**config.mk**
```make
export PLATFORM = sky130hd
export DESIGN_NAME = score_keeper
export DESIGN_NICKNAME = d
export VERILOG_FILES = /design/src/rtl/score_keeper_pkg.sv /design/src/rtl/score_keeper_btn_cond.sv /design/src/rtl/score_keeper.sv
export SDC_FILE = /design/constraint.sdc
export NUM_CORES = 1
export LEC_CHECK = 0
export CAP_MARGIN = 20
export CORE_MARGIN = 10
export CORE_UTILIZATION = 43
export DETAILED_ROUTE_END_ITERATION = 10
export GPL_TIMING_DRIVEN = 0
export PLACE_DENSITY = 0.65
export SYNTH_ARGS = -nofsm -noshare
export SYNTH_HDL_FRONTEND = slang
export SYNTH_SLANG_ARGS = --single-unit
```
**constraint.sdc**
```tcl
create_clock -name clk -period 1.8 [get_ports clk]
set_input_delay 0.18 -clock clk [delete_from_list [all_inputs] [get_ports clk]]
set_output_delay 0.18 -clock clk [all_outputs]
set_load 0.005 [all_outputs]
```
**src/rtl/score_keeper_pkg.sv**
```systemverilog
// ============================================================================
//  Module      : score_keeper_pkg
//  Description : Shared types and constants for the score keeper: game
//                state enumeration, winner encodings and the digit limit.
//  Revision    : 1.0  initial release
// ============================================================================
`default_nettype none

package score_keeper_pkg;

    // Game state; explicit 2-bit encoding
    typedef enum logic [1:0] {
        IDLE = 2'd0,
        PLAY = 2'd1,
        OVER = 2'd2
    } state_t;

    // Winner encodings; 2'b11 is never produced
    localparam logic [1:0] WIN_NONE = 2'b00;
    localparam logic [1:0] WIN_P1   = 2'b01;
    localparam logic [1:0] WIN_P2   = 2'b10;

    // Largest value a score digit may show on the display
    localparam int MAX_DIGIT = 9;

endpackage

`default_nettype wire

```
**src/rtl/score_keeper_btn_cond.sv**
```systemverilog
// ============================================================================
//  Module      : btn_cond
//  Description : Button conditioner: 2-flop synchronizer, optional debouncer
//                (enabled by defining SCORE_DEBOUNCE_EN) and a registered
//                rising-edge detector producing a single-cycle pulse.
//  Revision    : 1.0  initial release
// ============================================================================
`default_nettype none

module btn_cond #(
    parameter int DEBOUNCE_CYCLES = 16
) (
    input  logic clk,
    input  logic rst,
    input  logic btn,
    output logic pulse
);

    logic [1:0] r_sync;
    logic       w_level;
    logic       r_prev;
    logic       r_pulse;

    // Bring the raw asynchronous button into the clock domain
    always_ff @(posedge clk or negedge rst) begin
        if (!rst) begin
            r_sync <= 2'b00;
        end else begin
            r_sync <= {r_sync[0], btn};
        end
    end

`ifdef SCORE_DEBOUNCE_EN
    // Counter reaches this value on the last of DEBOUNCE_CYCLES stable cycles
    localparam logic [15:0] c_db_last = 16'(DEBOUNCE_CYCLES - 1);

    logic [15:0] r_db_cnt;
    logic        r_db_level;

    // Accept a new level only after it has been stable long enough; any
    // return to the current level restarts the count
    always_ff @(posedge clk or negedge rst) begin
        if (!rst) begin
            r_db_cnt   <= 16'd0;
            r_db_level <= 1'b0;
        end else if (r_sync[1] == r_db_level) begin
            r_db_cnt   <= 16'd0;
        end else if (r_db_cnt == c_db_last) begin
            r_db_cnt   <= 16'd0;
            r_db_level <= r_sync[1];
        end else begin
            r_db_cnt   <= r_db_cnt + 16'd1;
        end
    end

    assign w_level = r_db_level;
`else
    assign w_level = r_sync[1];
`endif

    // Registered rising-edge detect: one pulse per press, none while held
    always_ff @(posedge clk or negedge rst) begin
        if (!rst) begin
            r_prev  <= 1'b0;
            r_pulse <= 1'b0;
        end else begin
            r_prev  <= w_level;
            r_pulse <= w_level & ~r_prev;
        end
    end

    assign pulse = r_pulse;

endmodule

`default_nettype wire

```
**src/rtl/score_keeper.sv**
```systemverilog
// ============================================================================
//  Module      : score_keeper
//  Description : Two-player score keeper. Conditions three buttons, counts
//                points in PLAY, declares a winner at WIN_SCORE and waits
//                for a new start. Define SCORE_DEBOUNCE_EN to enable the
//                per-button debouncer.
//  Revision    : 1.0  initial release
// ============================================================================
`default_nettype none

module score_keeper
    import score_keeper_pkg::*;
#(
    parameter int WIN_SCORE       = 9,
    parameter int DEBOUNCE_CYCLES = 16
) (
    input  logic       clk,
    input  logic       rst,
    input  logic       btn_p1,
    input  logic       btn_p2,
    input  logic       btn_start,
    output logic [3:0] score1,
    output logic [3:0] score2,
    output logic [1:0] winner,
    output logic       game_over
);

    // Winning total, clamped to a single display digit
    localparam logic [3:0] c_win = 4'((WIN_SCORE > MAX_DIGIT) ? MAX_DIGIT : WIN_SCORE);

    logic       w_p1;
    logic       w_p2;
    logic       w_start;

    state_t     r_state;
    state_t     w_state_nxt;
    logic [3:0] r_score1;
    logic [3:0] r_score2;
    logic [1:0] r_winner;
    logic [3:0] w_score1_nxt;
    logic [3:0] w_score2_nxt;
    logic [1:0] w_winner_nxt;

    btn_cond #(.DEBOUNCE_CYCLES(DEBOUNCE_CYCLES)) u_cond_p1 (
        .clk   (clk),
        .rst   (rst),
        .btn   (btn_p1),
        .pulse (w_p1)
    );

    btn_cond #(.DEBOUNCE_CYCLES(DEBOUNCE_CYCLES)) u_cond_p2 (
        .clk   (clk),
        .rst   (rst),
        .btn   (btn_p2),
        .pulse (w_p2)
    );

    btn_cond #(.DEBOUNCE_CYCLES(DEBOUNCE_CYCLES)) u_cond_start (
        .clk   (clk),
        .rst   (rst),
        .btn   (btn_start),
        .pulse (w_start)
    );

    // State and score registers
    always_ff @(posedge clk or negedge rst) begin
        if (!rst) begin
            r_state  <= IDLE;
            r_score1 <= 4'd0;
            r_score2 <= 4'd0;
            r_winner <= WIN_NONE;
        end else begin
            r_state  <= w_state_nxt;
            r_score1 <= w_score1_nxt;
            r_score2 <= w_score2_nxt;
            r_winner <= w_winner_nxt;
        end
    end

    // Next state: start has priority, simultaneous points cancel, the
    // winning point moves straight to OVER
    always_comb begin
        w_state_nxt  = r_state;
        w_score1_nxt = r_score1;
        w_score2_nxt = r_score2;
        w_winner_nxt = r_winner;
        case (r_state)
            IDLE, OVER: begin
                if (w_start) begin
                    w_state_nxt  = PLAY;
                    w_score1_nxt = 4'd0;
                    w_score2_nxt = 4'd0;
                    w_winner_nxt = WIN_NONE;
                end
            end
            PLAY: begin
                if (w_start) begin
                    w_score1_nxt = 4'd0;
                    w_score2_nxt = 4'd0;
                end else if (w_p1 && !w_p2 && (r_score1 < c_win)) begin
                    w_score1_nxt = r_score1 + 4'd1;
                    if ((r_score1 + 4'd1) == c_win) begin
                        w_state_nxt  = OVER;
                        w_winner_nxt = WIN_P1;
                    end
                end else if (w_p2 && !w_p1 && (r_score2 < c_win)) begin
                    w_score2_nxt = r_score2 + 4'd1;
                    if ((r_score2 + 4'd1) == c_win) begin
                        w_state_nxt  = OVER;
                        w_winner_nxt = WIN_P2;
                    end
                end
            end
            default: begin
                w_state_nxt = IDLE;
            end
        endcase
    end

    // Outputs decoded from the registered state
    always_comb begin
        score1    = r_score1;
        score2    = r_score2;
        winner    = r_winner;
        game_over = (r_state == OVER);
    end

endmodule

`default_nettype wire

```
[Word level (Yosys, flattened, before mapping)]
Cells that the tools add are included.
Operators by class
  $lt $le $gt $ge: 2
  reduce and logical (&&, ||, !) cells: 13
  add/subtract/negate cells: 2
  eq/ne operators: 12
  multiplexer cells: 20
  bitwise logic cells: 6
Operators by type and width (count)
  4-bit two-way mux: 6
  2-bit two-way mux: 10
  4-bit case mux with 2 select lines: 2
  3-bit by 2-bit != test with 1-bit output, second input constant: 3
  3-bit != test, second input constant: 3
  4-bit by 1-bit adder with 4-bit output, second input constant: 2
  4-bit == test, second input constant: 2
  4-bit less-than comparator, second input constant: 2
  2-bit case mux with 2 select lines: 2
  6-bit AND reduction: 1
  5-bit AND reduction: 1
  1-bit logical AND: 4
  4-bit AND reduction: 1
  1-bit AND: 3
  1-bit NOT: 3
  3-bit AND reduction: 1
  2-bit by 1-bit == test with 1-bit output, second input constant: 1
  2-bit == test, second input constant: 1
  1-bit logical NOT: 2
  2-bit logical NOT: 1
  2-bit by 1-bit != test with 1-bit output, second input constant: 1
  2-bit != test, second input constant: 1
  2-bit nonzero test: 1
  2-bit OR reduction: 1
Word-level totals
  bits of input ports: 5
  word-level logic and storage cells: 68
  output and inout port bits: 11
  flip-flop bits (word level): 24

[Depth between registers and ports, before layout]
  word-level depth: 7
  gate-level depth with buffers: 7
  mapped depth without buffers: 7

[Hierarchy]
Synthesis repeated with hierarchy kept, for this count alone.
Unflattened totals
  cells, all modules: 110
  area, all modules: 1177.4 um2
Modules (own cells, without submodules)
  score_keeper: cells an instance 95, area an instance 835.8 um2, seq. area each 300.3 um2, times used 1
  btn_cond: cells an instance 5, area an instance 113.9 um2, seq. area each 100.1 um2, times used 3

[Worst setup path before layout]
No wires, ideal clock.
  kind: register to register
  start: register r_score2[0] (netlist: score2[0])
  end: register r_winner[0] (netlist: winner[0])
  setup time: 120 ps
  arrival time: 1524 ps
  stages on the path, launching flop included: 7
  path slack: 157 ps
  buffers on the path: 0
  clock period less this slack: 1643 ps
  data required time: 1680 ps
  path through: dfrtp_1 > ha_1 > or2_2 > o21ai_0 > a31oi_1 > nand4b_4 > a31o_1
Between the ends
  word-level cells in the longest chain between the ends: 4
  elaborated cells on any way between the ends: 7
  those cells by class: 1 x add/sub; 1 x order compare; 3 x eq/ne; 2 x reduce/logical
Ends and longest elaborated chain
  start: declaration: RTL line score_keeper.sv:38  | logic [3:0] r_score2;
  start signal: assignment: RTL line score_keeper.sv:75  | r_score2 <= w_score2_nxt;
  4-bit by 1-bit adder with 4-bit output / 4-bit less-than comparator (equally long branches): RTL line score_keeper.sv:108, score_keeper.sv:106
  4-bit == test / 1-bit logical AND (equally long branches): RTL line score_keeper.sv:108, score_keeper.sv:106
  3-bit != test (no line)
  6-bit AND reduction (no line) *
  end signal: assignment: RTL line score_keeper.sv:76  | r_winner <= w_winner_nxt;
  end: declaration: RTL line score_keeper.sv:39  | logic [1:0] r_winner;
Mark *: on every way between the ends. The rest lies on a longest branch, timed or not.
A chain may end at the register's enable or synchronous reset.

[Worst setup path in the final report]
Ends and elaborated chain as after synthesis.

==> results list <==
- Yosys top cell by area: dfrtp_1
- The initial utilization of the core area, before any placement, comes to 0.452.
- The library cells used most frequently in the layout, excluding fill and tap cells, are 22 x dfrtp_1, 14 x clkdlybuf4s50_1, 12 x nand2_1, 11 x o21ai_0, 8 x nand3_1.
- GRT Residual Overflow: 0
* Result of the run: finished clean
* Max-slew violation count: 0
* Average routed wire per standard cell: 14.3 um
- GRT Util Overall: 0.0939
* TritonCTS sink count: 24
- Dividing the synthesized area by the synthesized cell count gives 10.4 um^2.
- Global-route wire length before repair: 3.97 mm
- The clock passes through at most 2 buffers.
- The number of buffers and inverters on the critical path is 0.
- Area of the placeable core: 2500 um^2
* Summed negative setup slack over all endpoints: 0 ns
- The via count of the first global-routing pass is 913.
- The finished layout holds 161 standard cells, fillers aside.
* Max Freq: 0.587 GHz
* DRC violation count after routing: 0
* Slowest cell delay on critical path: 0.47 ns
* Largest fanout on the critical path: 6
* Post-synthesis cell type count: 27
- Arrival time at the worst endpoint: 1.92 ns
* Largest net degree at the start of global routing: 25
- Crit Path Class: flop to flop
- Worst voltage drop across the vdd grid: 0.457 mV
* Worst rel slew slack: 0.682
* Clock insertion delay at the later pin of the skew report: 0.32 ns
- The routed design could run at a clock period as short as 1.70 ns.
- Port bufs: 15
- The library cell used most frequently in the layout, excluding fill and tap cells, is dfrtp_1.
* Number of rows in the core area: 18
* Static Leakage: 0.627 nW
- Sequential-to-total area share from yosys stat: 0.532
* Number of placed I/O pins: 16
- Number of nets in the finished design: 141
- Antenna violations before repair: 0
* Fraction of layout cells with a size suffix above 1: 0.160
- Overall power consumption after layout is estimated at 1.17 mW.
- Number of standard cells after synthesis: 109
- Post-Syn Nets: 118
- Dividing the final minimum period by the clock period gives 0.946.
* Clock transition at path regs: 0.14 ns
- In this run the register-to-register setup slack is 0.1 ns.
* Post-route antenna net violation count: 0
- Kind of cell adding the most delay to the critical path: simple AND/OR/NAND/NOR gates
* Number of maximum-capacitance violations: 0
- Horizontal die dimension: 71.3 um
- Sequence of cells on the critical path: ha_2, or2_2, o21ai_0, a31oi_1, nand4b_4, a31o_1
- Top-area cell type share of the netlist area: 0.532
* Overall routed net length: 2.30 mm
- The area growth from synthesis to layout is 27.8%.
- At the pin with the least slew margin, the transition time is 0.475 ns.
- Critical-path cell with the highest stage delay: dfrtp_2
- Half-perimeter wire length after detailed placement: 1.57 mm
- For the worst setup path, the data required time is 2.02 ns.
- Counting the buffers created by CTS gives 3.
- TritonCTS built the clock tree.
- After synthesis the netlist holds a flip-flop and latch count of 24.
- Setup violators final: 0
* Die Span Y: 71.3 um
* First-iteration detailed-routing DRC count: 65
- Worst-case clock skew: 0.0102 ns
- Placed Instances: 154
- Sorting the synthesized cells by area gives the leading types as dfrtp_1 53%, o21ai_0 4.9%, ha_1 4.4%.
* Path category of the worst min-delay check: input pin to asynchronous set/reset pin
* Synth warn: 0
- After detailed routing, the number of vias per cell comes to 5.39.
- In this run the power density over the cells is 807 nW/um^2.
* Via Count: 868
- Unrepaired setup endpoints after global routing: no
* Type of element capturing the critical path: flop
- Startpoint type of the worst setup path: flop
- In this run the clock root is driven by a clkbuf_4.
- The number of antenna diodes in the final layout is 0.
- Post-synth design cell area: 1130 um^2
- Final Hold Violating Endpoints: 0
- First-pass detailed-route iteration total: 4
* Last weighted congestion value of the routability-driven placer: 0.839
- Number of levels the H-tree was split into: 1
* Die outline area: 5080 um^2
area by class of cell:
class | count | area [um^2]
inverters | 7 | 26.3
multi-input cells | 76 | 514
repair buffers | 18 | 195
plain buffers | 2 | 15.0
fillers | 214 | 1060
flip-flops and latches | 24 | 603
clock inverters | 1 | 30.0
well taps | 30 | 37.5
clock buffers | 3 | 22.5
kinds of logic after synthesis:
group | after synthesis | share of synthesized area
simple gates | 44 | 0.226
compound gates | 28 | 0.167
fa+ha+maj | 4 | 0.0443
flops | 24 | 0.532
buf+inv | 9 | 0.0310
report_power, final:
part | internal (mW) | total [mW] | switching [mW]
Clock | 0.225 | 0.392 | 0.167
Sequential | 0.569 | 0.601 | 0.0322
Combinational | 0.0917 | 0.172 | 0.0804
Total | 0.886 | 1.17 | 0.279
sequential cells by signal, indices dropped and copies added (netlist names):
register             cells
u_cond_p1.r_prev         1
u_cond_p1.pulse          1
u_cond_p1.r_sync         2
winner                   2
u_cond_p2.r_sync         2
u_cond_start.r_sync      2
u_cond_start.pulse       1
score2                   4
u_cond_p2.r_prev         1
u_cond_start.r_prev      1
u_cond_p2.pulse          1
r_state                  2
score1                   4
worst paths after layout:
| kind | depth (start not counted) | startpoint | to |
|---|---|---|---|
| max | 6 | score2[0] | winner[0] |
| min in group clk | 1 | btn_p1 | u_cond_p1.r_sync[0] |
| max reg2reg | 6 | score2[0] | winner[0] |
| min reg2reg | 0 | u_cond_p1.r_sync[0] | u_cond_p1.r_sync[1] |
| min | 1 | rst | score2[3] |
| max in group asynchronous | 2 | rst | u_cond_p2.r_prev |
metrics by stage:
| step | worst slack (ns) | hold slack, ns | utilization | cell area, um^2 |
|---|---|---|---|---|
| finish | 0.0966 | 0.131 | 0.578 | 1440 |
| detailed placement | 0.0336 | 0.337 | 0.527 | 1320 |
| floorplan | 0.157 | -0.116 | - | 1130 |
| global route | 0.00370 | 0.132 | 0.578 | 1440 |
| global placement | 0.0570 | 0.334 | 0.527 | 1320 |
| CTS | 0.0111 | 0.281 | 0.551 | 1380 |
metal layers:
layer	track usage	part of all wire	vias up
met5	0	0	-
met4	0.0516	0.017	0
met3	0.0234	0.037	4
met2	0.156	0.49	11
met1	0.108	0.46	425
li1	-	-	428
what timing repair did:
| item | 4_1_cts | 5_1_grt |
|---|---|---|
| hold buffers | 0 | 0 |
| setup endpoints to repair | 1 | 7 |
| buffers inserted | 0 | 2 |
| resized for setup | 4 | 8 |
cells in the mapped netlist, drive strengths merged:
cell type and n:
inv 7, ha 4, a21oi 5, and2 4, o311ai 1, o22ai 1
nand2b 5, nand3b 1, a31o 1, dfrtp 24, a32o 3, and4b 1
a22o 4, and3 2, nor2 6, buf 1, clkbuf 1, nand3 8
nand2 12, a31oi 2, nor2b 3, o21ai 11, or2 1, nand4b 1
(Power assumes the default switching activity.)
==> edit 1 (config.mk and constraints unchanged) <==
Build with the macro `SCORE_DEBOUNCE_EN` defined.
--- a/src/rtl/score_keeper_btn_cond.sv
+++ b/src/rtl/score_keeper_btn_cond.sv
@@ -6,6 +6,8 @@
 //  Revision    : 1.0  initial release
 // ============================================================================
 `default_nettype none
+
+`define SCORE_DEBOUNCE_EN
 
 module btn_cond #(
     parameter int DEBOUNCE_CYCLES = 16
Check against the original RTL: not equivalent (Yosys sat finds a counterexample within 10 cycles, from zero or initial values and one cycle with rst low).
==> edit 1 against the original RTL <==
- worst setup slack got worse by 5.0 ps
- fmax shrank 0.29%
- final area grew to 2.9 times the old value
- largest cell class unchanged
- total power grew to 2.7 times the old value
- hold slack gained 120 ps
- register-to-register slack gained 50 ps
- clock skew is essentially flat
- routed wire length rose to 2.9 times the old value
- synthesized area grew to 3.3 times the old value
- clock power increased to 3.2 times the old value
- sequential cell count up 51
- cell count rose to 3.0 times the old value
==> edit 1: results (changes against the original RTL) <==
post-synthesis sequential area ratio=50.7% (was 53.2%); Total GRT Usage=11.2% (was 9.39%); iteration-0 DRC count of the detailed router=126 (was 65); Layout clock buffers=11 (was 3); layout buffer count excluding clock buffers=24 (was 20); fraction of synthesized area in multiplexers=0.912% (was 0%); maximum number of pins on one net before global-route repair=59 (was 25); syn nets=358 (was 118); number of global-route vias before repair=2,487 (was 913); IR Drop Worst-Case VDD=0.625 mV (was 0.457 mV); fraction of area in non-clock buffers=5.32% (was 14.6%); area of the multi-input gates=0.00175 mm^2 (was 514 um^2); layout cell share with drive strength beyond 1=13.2% (was 16.0%); sequential cell area in the final layout=0.00188 mm^2 (was 603 um^2); reg-to-reg setup timing slack=150 ps (was 100 ps); area share of xor/xnor cells in the synthesized design=10.6% (was 0%); first-pass GRT wire length=12,100 um (was 3970 um); r2r endpoint=score2[2]$_DFFE_PN0P_ (was winner[0]$_DFFE_PN0P_); Synth area leaders=sky130_fd_sc_hd__dfrtp_1 51%, sky130_fd_sc_hd__xnor2_1 7.8%, sky130_fd_sc_hd__nor2_1 5.2% (was sky130_fd_sc_hd__dfrtp_1 53%, sky130_fd_sc_hd__o21ai_0 4.9%, sky130_fd_sc_hd__ha_1 4.4%); Worst Clk Skew=9.99 ps (was 10.2 ps); commonest cells in the synthesized netlist=75 x sky130_fd_sc_hd__dfrtp_1, 51 x sky130_fd_sc_hd__nor2_1, 33 x sky130_fd_sc_hd__xnor2_1 (was 24 x sky130_fd_sc_hd__dfrtp_1, 12 x sky130_fd_sc_hd__nand2_1, 11 x sky130_fd_sc_hd__o21ai_0); category of cells accounting for the largest share of critical-path delay=buffers and inverters (was simple AND/OR/NAND/NOR gates); Synth cell types=36 (was 27); routability-driven placement congestion ratio=0.784 (was 0.839); status=complete, no violations (unchanged); post-synthesis adder-cell area fraction=2.36% (was 4.43%)
[edit 1: kinds of logic after synthesis]
group                    count (synthesis)
AND/OR/NAND/NOR                        163
flip-flops                              75
XOR/XNOR                                45
AO/OA/AOI/OAI                           30
buffers and inverters                   23
adder cells (fa/ha/maj)                  7
multiplexers                             3
[edit 1: worst max-delay path by stage]
stage,to,cells after the start,slack [ps],start
final,game_over,3,90,r_state[0]$_DFFE_PN0P_
after global routing,score2[2]$_DFFE_PN0P_,6,10,score2[0]$_DFFE_PN0P_
after CTS,game_over,2,50,r_state[1]$_DFFE_PN0P_
after detailed placement,score2[2]$_DFFE_PN0P_,6,110,score2[0]$_DFFE_PN0P_
after global placement,score2[0]$_DFFE_PN0P_,1,-2120,rst
after floorplan,winner[0]$_DFFE_PN0P_,5,260,score2[0]$_DFFE_PN0P_
[edit 1: per-stage QoR]
step	instances	TNS, ps	area, um^2	util (%)	worst slack, ps
after floorplan	346	0	3700	-	259
after global placement	466	-158510	3990	48.0	-2120
after detailed placement	467	0	4010	48.3	108
after CTS	484	0	4220	50.8	45.3
after global routing	484	0	4240	51.0	10.8
final	484	0	4240	51.0	91.6
[edit 1: report_power, final]
part	switching (mW)	internal, mW
clock	0.599	0.672
sequential	0.0209	1.71
combinational	0.0671	0.0378
total	0.687	2.42
[edit 1: timing repair]
action / 4_1_cts / 5_1_grt
resized for setup: 1 / 5
endpoints found under the hold margin: 17 / 0
pin swaps: 0 / 0
hold buffers: 1 / 0
endpoints found under the setup margin: 1 / 16
[edit 1: routing by layer]
| layer | up-vias | track usage, % | part of all wire (%) |
|---|---|---|---|
| met5 | - | 0 | 0 |
| met4 | 0 | 3.55 | 1.3 |
| met3 | 6 | 3.96 | 5.4 |
| met2 | 52 | 16.6 | 45 |
| met1 | 1243 | 14.9 | 48 |
| li1 | 1276 | - | - |
==> edit 2 (same settings) <==
Without the edit above. Re-encode `state_t` (3 states) as one-hot, 3 bits wide.
--- a/src/rtl/score_keeper_pkg.sv
+++ b/src/rtl/score_keeper_pkg.sv
@@ -9,10 +9,10 @@
 package score_keeper_pkg;
 
     // Game state; explicit 2-bit encoding
-    typedef enum logic [1:0] {
-        IDLE = 2'd0,
-        PLAY = 2'd1,
-        OVER = 2'd2
+    typedef enum logic [2:0] {
+        IDLE = 3'b001,
+        PLAY = 3'b010,
+        OVER = 3'b100
     } state_t;
 
     // Winner encodings; 2'b11 is never produced
Check against the original RTL: no difference found for any inputs over 10 cycles, from zero or initial values and one cycle with rst low; not proved beyond that.
==> edit 2 against the original RTL <==
- cell count fell by 3.1%
- synthesized cell count fell by 3.7%
- sequential power rose by 8.3%
- synthesized area rose by 2.0%
- die area rose by 1.4%
- clock power fell by 31%
- hold slack got worse by 3.2 ps
- total power rose by 0.48%
- global-route usage fell by 0.77 points
- final area fell by 0.26%
- routed wire length fell by 8.7%
- utilization fell by 0.66 points
- sequential cell count rose by 1
- worst setup slack got worse by 17 ps
- critical path type unchanged
==> edit 2: results (changes against the original RTL) <==
Synth area leaders=sky130_fd_sc_hd__dfrtp_1 52%, sky130_fd_sc_hd__ha_1 4.3%, sky130_fd_sc_hd__inv_1 2.9% (was sky130_fd_sc_hd__dfrtp_1 53%, sky130_fd_sc_hd__o21ai_0 4.9%, sky130_fd_sc_hd__ha_1 4.4%); CP max FO=5 (was 6); share of flip-flops with an asynchronous set or reset after synthesis=100% (unchanged); post-synthesis register bit count=25 (was 24); Max Root-Sink Buffers=2 (unchanged); Worst Clk Skew=9.00 ps (was 10.2 ps); H-Tree Depth=1 (unchanged); pin slew with the least headroom to its limit=424 ps (was 475 ps); placed cell areas=0.00134 mm^2 (was 0.00132 mm^2); Synth cell types=36 (was 27); Arr. time, crit path=1950 ps (was 1920 ps); IR Drop Worst-Case VDD=0.623 mV (was 0.457 mV); antenna diode instance count=0 (unchanged); final setup TNS=0 ps (unchanged); syn nets=114 (was 118); via count=817 (was 868); cell with the biggest individual delay on the critical path=sky130_fd_sc_hd__dfrtp_2 (unchanged); Post-layout nets=136 (was 141); total of buffers placed on input and output ports=15 (unchanged); commonest cells in the synthesized netlist=24 x sky130_fd_sc_hd__dfrtp_1, 9 x sky130_fd_sc_hd__inv_1, 8 x sky130_fd_sc_hd__nand2_1 (was 24 x sky130_fd_sc_hd__dfrtp_1, 12 x sky130_fd_sc_hd__nand2_1, 11 x sky130_fd_sc_hd__o21ai_0); routability-driven placement congestion ratio=0.847 (was 0.839); first-pass GRT wire length=3640 um (was 3970 um); status=complete, no violations (unchanged); Yosys warning total=0 (unchanged); Leak=0.659 nW (was 0.627 nW); iteration-0 DRC count of the detailed router=35 (was 65); post-synthesis sequential area ratio=54.4% (was 53.2%); drt total wl=2100 um (was 2300 um); placed wire-length estimate after detailed placement=1530 um (was 1570 um); antenna violations before repair=0 (unchanged); layout cell share with drive strength beyond 1=18.3% (was 16.0%); Total GRT Usage=8.62% (was 9.39%); maximum number of pins on one net before global-route repair=26 (was 25); Int Power=0.831 mW (was 0.886 mW)
[edit 2: worst paths after layout]
| path | end | slack, ps | start |
|---|---|---|---|
| setup / recovery | winner[0]$_DFFE_PN0P_ | 80 | score1[0]$_DFFE_PN0P_ |
| min in group clk | u_cond_p2.r_sync[0]$_DFF_PN0_ | 270 | btn_p2 |
| hold reg to reg | u_cond_start.r_sync[1]$_DFF_PN0_ | 370 | u_cond_start.r_sync[0]$_DFF_PN0_ |
| hold / removal | score1[1]$_DFFE_PN0P_ | 130 | rst |
| setup reg to reg | winner[0]$_DFFE_PN0P_ | 80 | score1[0]$_DFFE_PN0P_ |
| max in group asynchronous | r_state[0]$_DFFE_PN1P_ | 1170 | rst |
[edit 2: cell families (layout without fill, tap and decap cells)]
group	after synthesis	after routing	synth area share, %
DFF	25	25	54.4
muxes	3	3	3.04
adders and majority gates	4	4	4.34
and+or+nand+nor	41	41	21.5
xor gates and xnor gates	2	2	1.52
buffers and inverters	10	31	3.37
AOI/OAI and AO/OA	20	20	11.8
[edit 2: through the flow]
step	instances	utilization (%)	setup slack [ps]	hold slack [ps]
final	156	57.1	79.7	128
after floorplan	105	-	183	-116
after detailed placement	150	53.1	63.9	339
after global placement	150	53.1	110	337
after global routing	156	57.1	7.84	143
after CTS	154	54.4	17.7	258
[edit 2: repair_timing]
action                     in CTS  in global routing
setup endpoints to repair       0                  3
setup buffers                   0                  1
gates resized for setup         0                  8
[edit 2: cell type report]
cell class	instances	area (um^2)
inverters	9	33.8
clock inverters	1	8.76
repair buffers	17	188
multi-input cells	70	515
plain buffers	1	5.00
fillers	211	1080
clock buffers	3	22.5
well taps	30	37.5
flip-flops and latches	25	629
[edit 2: worst max-delay path: cells and delay by family (launching register included)]
kind,cells,cell delay [ps]
DFF,1,470
and+or+nand+nor,2,290
adders and majority gates,1,180
AOI/OAI and AO/OA,3,670
[edit 2: power groups by stage]
stage	logic (mW)	registers [mW]	clock network, mW
finish	0.251	0.651	0.269
detailed placement	0.231	0.654	0
floorplan	0.140	0.649	0
global placement	0.228	0.654	0
global route	0.280	0.660	0.306
CTS	0.232	0.644	0.282
[edit 2: routing by layer]
metal  share of wire [%]  global-route usage, %  wire, um  vias up
met3                 6.0                   3.99       126        2
met5                   0                      0         0        -
met4                 1.2                   2.80        25        0
met1                  43                   9.51       911      395
li1                    -                      -         -      406
met2                  49                   14.3      1040       14
